===== src/rtl/axilite_rr_arbiter.sv =====
// Round-robin arbiter that funnels NUM_REQ simple register requesters onto a
// single AXI4-lite master port, one transaction in flight at a time.
module axilite_rr_arbiter #(
    parameter int NUM_REQ = 2,
    parameter int ADDR_W  = 32,
    parameter int DATA_W  = 32,
    parameter int TIMEOUT = 256
) (
    input  logic                      clk,
    input  logic                      reset,
    input  logic [NUM_REQ-1:0]        req_valid,
    input  logic [NUM_REQ-1:0]        req_we,
    input  logic [NUM_REQ*ADDR_W-1:0] req_addr,
    input  logic [NUM_REQ*DATA_W-1:0] req_wdata,
    input  logic [NUM_REQ*4-1:0]      req_wstrb,
    output logic [NUM_REQ-1:0]        req_ready,
    output logic [NUM_REQ-1:0]        rsp_valid,
    output logic [DATA_W-1:0]         rsp_rdata,
    output logic [1:0]                rsp_resp,
    output logic                      busy,
    output logic [ADDR_W-1:0]         m_axi_awaddr,
    output logic [2:0]                m_axi_awprot,
    output logic                      m_axi_awvalid,
    input  logic                      m_axi_awready,
    output logic [DATA_W-1:0]         m_axi_wdata,
    output logic [3:0]                m_axi_wstrb,
    output logic                      m_axi_wvalid,
    input  logic                      m_axi_wready,
    input  logic [1:0]                m_axi_bresp,
    input  logic                      m_axi_bvalid,
    output logic                      m_axi_bready,
    output logic [ADDR_W-1:0]         m_axi_araddr,
    output logic [2:0]                m_axi_arprot,
    output logic                      m_axi_arvalid,
    input  logic                      m_axi_arready,
    input  logic [DATA_W-1:0]         m_axi_rdata,
    input  logic [1:0]                m_axi_rresp,
    input  logic                      m_axi_rvalid,
    output logic                      m_axi_rready
);
    localparam int GW = (NUM_REQ > 1) ? $clog2(NUM_REQ) : 1;
    localparam int TW = (TIMEOUT > 1) ? $clog2(TIMEOUT + 1) : 1;
    localparam bit TMO_EN = (TIMEOUT > 0);
    localparam logic [TW-1:0] TMAX = TMO_EN ? TW'(TIMEOUT - 1) : '0;

    typedef enum logic [2:0] {
        IDLE    = 3'd0,
        WR      = 3'd1,
        WR_RESP = 3'd2,
        RD_ADDR = 3'd3,
        RD_DATA = 3'd4,
        RESP    = 3'd5
    } state_t;

    state_t             state;
    state_t             state_next;
    logic [GW-1:0]      last_grant;
    logic [GW-1:0]      grant;
    logic               found;
    logic               accept;
    logic               tmo_hit;
    logic               enter_resp;
    logic [TW-1:0]      tcnt;
    logic               aw_pend;
    logic               w_pend;
    logic [ADDR_W-1:0]  addr_q;
    logic [DATA_W-1:0]  wdata_q;
    logic [3:0]         wstrb_q;

    // Round-robin search starting just after the previous winner
    always_comb begin
        int idx;
        idx   = 0;
        grant = last_grant;
        found = 1'b0;
        for (int k = 1; k <= NUM_REQ; k++) begin
            idx = int'(last_grant) + k;
            if (idx >= NUM_REQ) begin
                idx = idx - NUM_REQ;
            end else begin
                idx = idx;
            end
            if (!found && req_valid[idx]) begin
                found = 1'b1;
                grant = GW'(idx);
            end else begin
                found = found;
            end
        end
    end

    assign accept  = (state == IDLE) && found;
    assign tmo_hit = TMO_EN && (tcnt == TMAX);

    // Acceptance strobe back to the winning requester, gated off under reset
    always_comb begin
        req_ready = '0;
        if (accept && !reset) begin
            req_ready[grant] = 1'b1;
        end else begin
            req_ready = '0;
        end
    end

    // Next-state logic; a completing handshake takes priority over the timeout
    always_comb begin
        state_next = state;
        case (state)
            IDLE: begin
                if (accept) state_next = req_we[grant] ? WR : RD_ADDR;
                else        state_next = IDLE;
            end
            WR: begin
                if ((!aw_pend || m_axi_awready) && (!w_pend || m_axi_wready)) state_next = WR_RESP;
                else if (tmo_hit) state_next = RESP;
                else              state_next = WR;
            end
            WR_RESP: begin
                if (m_axi_bvalid)  state_next = RESP;
                else if (tmo_hit)  state_next = RESP;
                else               state_next = WR_RESP;
            end
            RD_ADDR: begin
                if (m_axi_arready) state_next = RD_DATA;
                else if (tmo_hit)  state_next = RESP;
                else               state_next = RD_ADDR;
            end
            RD_DATA: begin
                if (m_axi_rvalid)  state_next = RESP;
                else if (tmo_hit)  state_next = RESP;
                else               state_next = RD_DATA;
            end
            RESP:    state_next = IDLE;
            default: state_next = IDLE;
        endcase
    end

    assign enter_resp = (state_next == RESP) && (state != RESP);

    // State register
    always_ff @(posedge clk or posedge reset) begin
        if (reset) state <= IDLE;
        else       state <= state_next;
    end

    // Request latch, channel valids, timeout counter and completion capture
    always_ff @(posedge clk or posedge reset) begin
        if (reset) begin
            last_grant <= GW'(NUM_REQ - 1);
            addr_q     <= '0;
            wdata_q    <= '0;
            wstrb_q    <= 4'h0;
            aw_pend    <= 1'b0;
            w_pend     <= 1'b0;
            tcnt       <= '0;
            rsp_valid  <= '0;
            rsp_rdata  <= '0;
            rsp_resp   <= 2'b00;
        end else begin
            if (accept) begin
                last_grant <= grant;
                addr_q     <= req_addr[int'(grant)*ADDR_W +: ADDR_W];
                wdata_q    <= req_wdata[int'(grant)*DATA_W +: DATA_W];
                wstrb_q    <= req_wstrb[int'(grant)*4 +: 4];
                tcnt       <= '0;
            end else if (state != IDLE && state != RESP && tcnt != TMAX) begin
                tcnt <= tcnt + TW'(1);
            end else begin
                tcnt <= tcnt;
            end
            aw_pend <= (accept && req_we[grant]) ||
                       (aw_pend && !m_axi_awready && state_next == WR);
            w_pend  <= (accept && req_we[grant]) ||
                       (w_pend && !m_axi_wready && state_next == WR);
            rsp_valid <= enter_resp ? (NUM_REQ'(1) << last_grant) : '0;
            if (enter_resp) begin
                if (state == WR_RESP && m_axi_bvalid) begin
                    rsp_resp  <= m_axi_bresp;
                    rsp_rdata <= '0;
                end else if (state == RD_DATA && m_axi_rvalid) begin
                    rsp_resp  <= m_axi_rresp;
                    rsp_rdata <= m_axi_rdata;
                end else begin
                    rsp_resp  <= 2'b10;
                    rsp_rdata <= '0;
                end
            end else begin
                rsp_resp  <= rsp_resp;
                rsp_rdata <= rsp_rdata;
            end
        end
    end

    assign busy          = (state != IDLE);
    assign m_axi_awaddr  = addr_q;
    assign m_axi_awprot  = 3'b000;
    assign m_axi_awvalid = aw_pend;
    assign m_axi_wdata   = wdata_q;
    assign m_axi_wstrb   = wstrb_q;
    assign m_axi_wvalid  = w_pend;
    assign m_axi_bready  = (state == WR_RESP);
    assign m_axi_araddr  = addr_q;
    assign m_axi_arprot  = 3'b000;
    assign m_axi_arvalid = (state == RD_ADDR);
    assign m_axi_rready  = (state == RD_DATA);
endmodule


===== config.mk =====
export PLATFORM = sky130hd
export DESIGN_NAME = axilite_rr_arbiter
export DESIGN_NICKNAME = d
export VERILOG_FILES = /design/src/rtl/axilite_rr_arbiter.sv
export SDC_FILE = /design/constraint.sdc
export NUM_CORES = 1
export LEC_CHECK = 0
export BUFFER_PORTS_ARGS = -buffer_cell sky130_fd_sc_hd__buf_2
export CORE_AREA = 2 2 128 130
export CTS_CLUSTER_DIAMETER = 200
export CTS_CLUSTER_SIZE = 28
export DETAILED_ROUTE_END_ITERATION = 16
export DIE_AREA = 0 0 130 132
export PLACE_DENSITY = 0.68
export SETUP_SLACK_MARGIN = 0.2
export SLEW_MARGIN = 20
export SYNTH_ARGS = -nofsm -noshare
export SYNTH_HDL_FRONTEND = slang
export SYNTH_SLANG_ARGS = --single-unit

===== constraint.sdc =====
create_clock -name clk -period 4 [get_ports clk]
set_input_delay 0.4 -clock clk [delete_from_list [all_inputs] [get_ports clk]]
set_output_delay 0.4 -clock clk [all_outputs]
set_load 0.01 [all_outputs]

==> impl_results.md <==
- Status: complete, no violations
- Synth area leaders: dfrtp_1 (52%), mux2i_1 (12%), nand2_1 (5.3%), buf_4 (5.0%), a22o_2 (4.6%)
- First-pass GRT wire length: 23.4 mm
- Detail Route Antenna Nets: 0
- CTS tree: yes
- Fin cells: 1034
- PwrDens: 783 nW/um2
- Max Cap Violations: 0
- Rel. slew slack: 0.483
- Sequential area share after synthesis: 0.526
- Hold Path Class: in -> async
- GPL Wtd Cong: 0.807
- Proportion of layout cells with a drive suffix above 1: 0.487
- # setup viols final: 0
- Critical-path cell list: or3_4, or2_4, nor3_1, buf_2
- Achievable Freq: 383 MHz
- Overall routed net length: 14.9 mm
- Count of cell types in the netlist: 50
- Number of I/O pins: 333
- Die span in x: 130 um
- Max H-tree Level: 4
- Placed Area: 7130 um2
- GRT Total Usage: 0.173
- Largest net degree at the start of global routing: 82
- Area share of the largest cell type after synthesis: 0.521
- Clk_lat worst skew: 0.41 ns
- Finished Cell Area: 7680 um2
- Worst Tran Pin Value: 0.775 ns
- HPWL after DPL: 11.1 mm
- Vias in the first global route: 4598
- Synthesized area: 5670 um2
- Area of the core: 15700 um2
- Min cycle time layout: 2.61 ns
- Syn Inst Count: 523
- Commonest non-fill, non-tap cell in the layout: buf_2
- Number of port buffers: 326
- CP Launch Type: flop
- Drt pass-1 iters: 4
- Root Buffer: clkbuf_16
- RSZ-0062 raised after global routing: no
- Slew Viols, Final: 0
- Largest area contributor in the netlist: dfrtp_1
- Static Leakage: 4.23 nW
- Crit path max-delay cell type: dfrtp_1
- Reg-to-Reg Start: tcnt[0]
- Reg2Reg Setup Slack: 1.41 ns
- Worst Path Required: 3.60 ns
- Crit path launch: state[1]
- Maximum VDD drop: 0.000599 V
- FP Rows: 46
- Setup crit end kind: output pin
- Crit path max-delay family: simple AND/OR/NAND/NOR gates
- FF-to-FF End: rsp_resp[1]
- CTS Buf Count: 17
- Vias: 4767
- Yosys warnings: 0
- Via/cell ratio: 4.61
- Die area: 17200 um2
- FF-to-FF path depth: 8
- Critical path class: reg -> out
- Total grt overflow: 0
- Initial Utilization: 0.361
- Routed WL per cell: 14.4 um
- Post-Place Cells: 1002
- Antenna violations before repair: 0
- Final Skew: 0.00671 ns
- Final hold vios: 0
- Die Y: 132 um
- WP buf/inv: 1
- Fin crit share: 0.653
- Crit path largest cell delay: 0.50 ns
- Final nets: 990
- Crit path max fanout: 66
- Post-CTS setup buffers: 0
- FF+latch count, synth: 119
- Setup TNS: 0 ns
- Area delta synth->final: 35.5%
- Drt drc: 0
- Synth Area per Inst: 10.8 um2
- Clock transition at path regs: 0.06 ns
- Diode count: 0
- Post_cts resized: 0
- Clock Path Buffers: 2
- Starting DRC count in detailed routing: 207
- Critical path arrival: 2.21 ns
- # clock sinks: 119
- Cts hold-fix bufs: 0
- Most frequent cells in the layout: buf_2 (326), dfrtp_1 (118), nand2_1 (80)
## worst max path at each step
stage	endpoint	slack, ns	depth (start not counted)
finish	req_ready[1]	1.39	4
global route	rsp_resp[1]	1.26	8
CTS	req_ready[1]	1.36	4
detailed placement	rsp_resp[1]	1.45	8
global placement	rsp_resp[1]	1.49	8
floorplan	req_ready[0]	0.23	2
## state kept, by name, summed over array words and instances (netlist names)
register / count
m_axi_wdata: 32
m_axi_wvalid: 1
state: 3
m_axi_awvalid: 1
rsp_resp: 2
m_axi_araddr: 32
m_axi_wstrb: 4
tcnt: 9
rsp_valid: 2
last_grant: 1
rsp_rdata: 32
## where the power goes
part	internal [W]	total (W)	switching, W
clock	0.000867	0.00141	0.000540
combinational	0.00108	0.00251	0.00143
sequential	0.00173	0.00209	0.000360
total	0.00368	0.00601	0.00233
## layout make-up
type                    instances  area (um2)
clock buffers                  20         447
well taps                     216         270
multi-input cells             332        2180
flip-flops and latches        119        2980
fillers                      1485        8030
repair buffers                330        1670
inverters                       5        21.3
clock inverters                12         104
## cells in the mapped netlist (all sizes together)
master / instances
dfrtp: 118
nand2: 81
o21ai: 77
mux2i: 69
buf: 61
a22o: 32
nor2: 14
clkbuf: 11
nand3: 9
inv: 5
nand2b: 4
and3: 3
nor3: 3
xor2: 3
a211oi: 2
a221o: 2
a41o: 2
and2: 2
ha: 2
nand4: 2
nor2b: 2
or3: 2
a211o: 1
a21boi: 1
a21o: 1
a21oi: 1
and3b: 1
and4: 1
conb: 1
dfstp: 1
mux2: 1
nor3b: 1
o21a: 1
o21ba: 1
o21bai: 1
o22ai: 1
o32a: 1
or2: 1
xnor2: 1
## kinds of logic (layout without fill, tap and decap cells)
group | Yosys count | count (layout) | share of synthesized area
DFF | 119 | 119 | 0.526
AOI/OAI and AO/OA | 124 | 124 | 0.146
buffers and inverters | 77 | 367 | 0.0947
muxes | 70 | 70 | 0.124
xor gates and xnor gates | 4 | 4 | 0.00618
adders and majority gates | 2 | 2 | 0.00441
other | 1 | 6 | 0.000662
and+or+nand+nor | 126 | 126 | 0.0982
## routing by layer
layer	vias to the layer above	GRT usage	wire length, um
met3	29	0.0418	873
met2	190	0.285	7290
met1	2198	0.214	6330
met4	0	0.0747	367
li1	2350	-	-
met5	-	0	0
## through the flow
stage                     power, W  utilization  setup slack [ns]  hold WS, ns
after CTS                  0.00610        0.489              1.36        0.154
after global placement     0.00459        0.454              1.49        0.458
final                      0.00601        0.489              1.39        0.128
after global routing       0.00646        0.489              1.26        0.193
after floorplan            0.00393            -             0.226        0.450
after detailed placement   0.00466        0.454              1.45        0.468
Power figures use the tool's default switching activity.
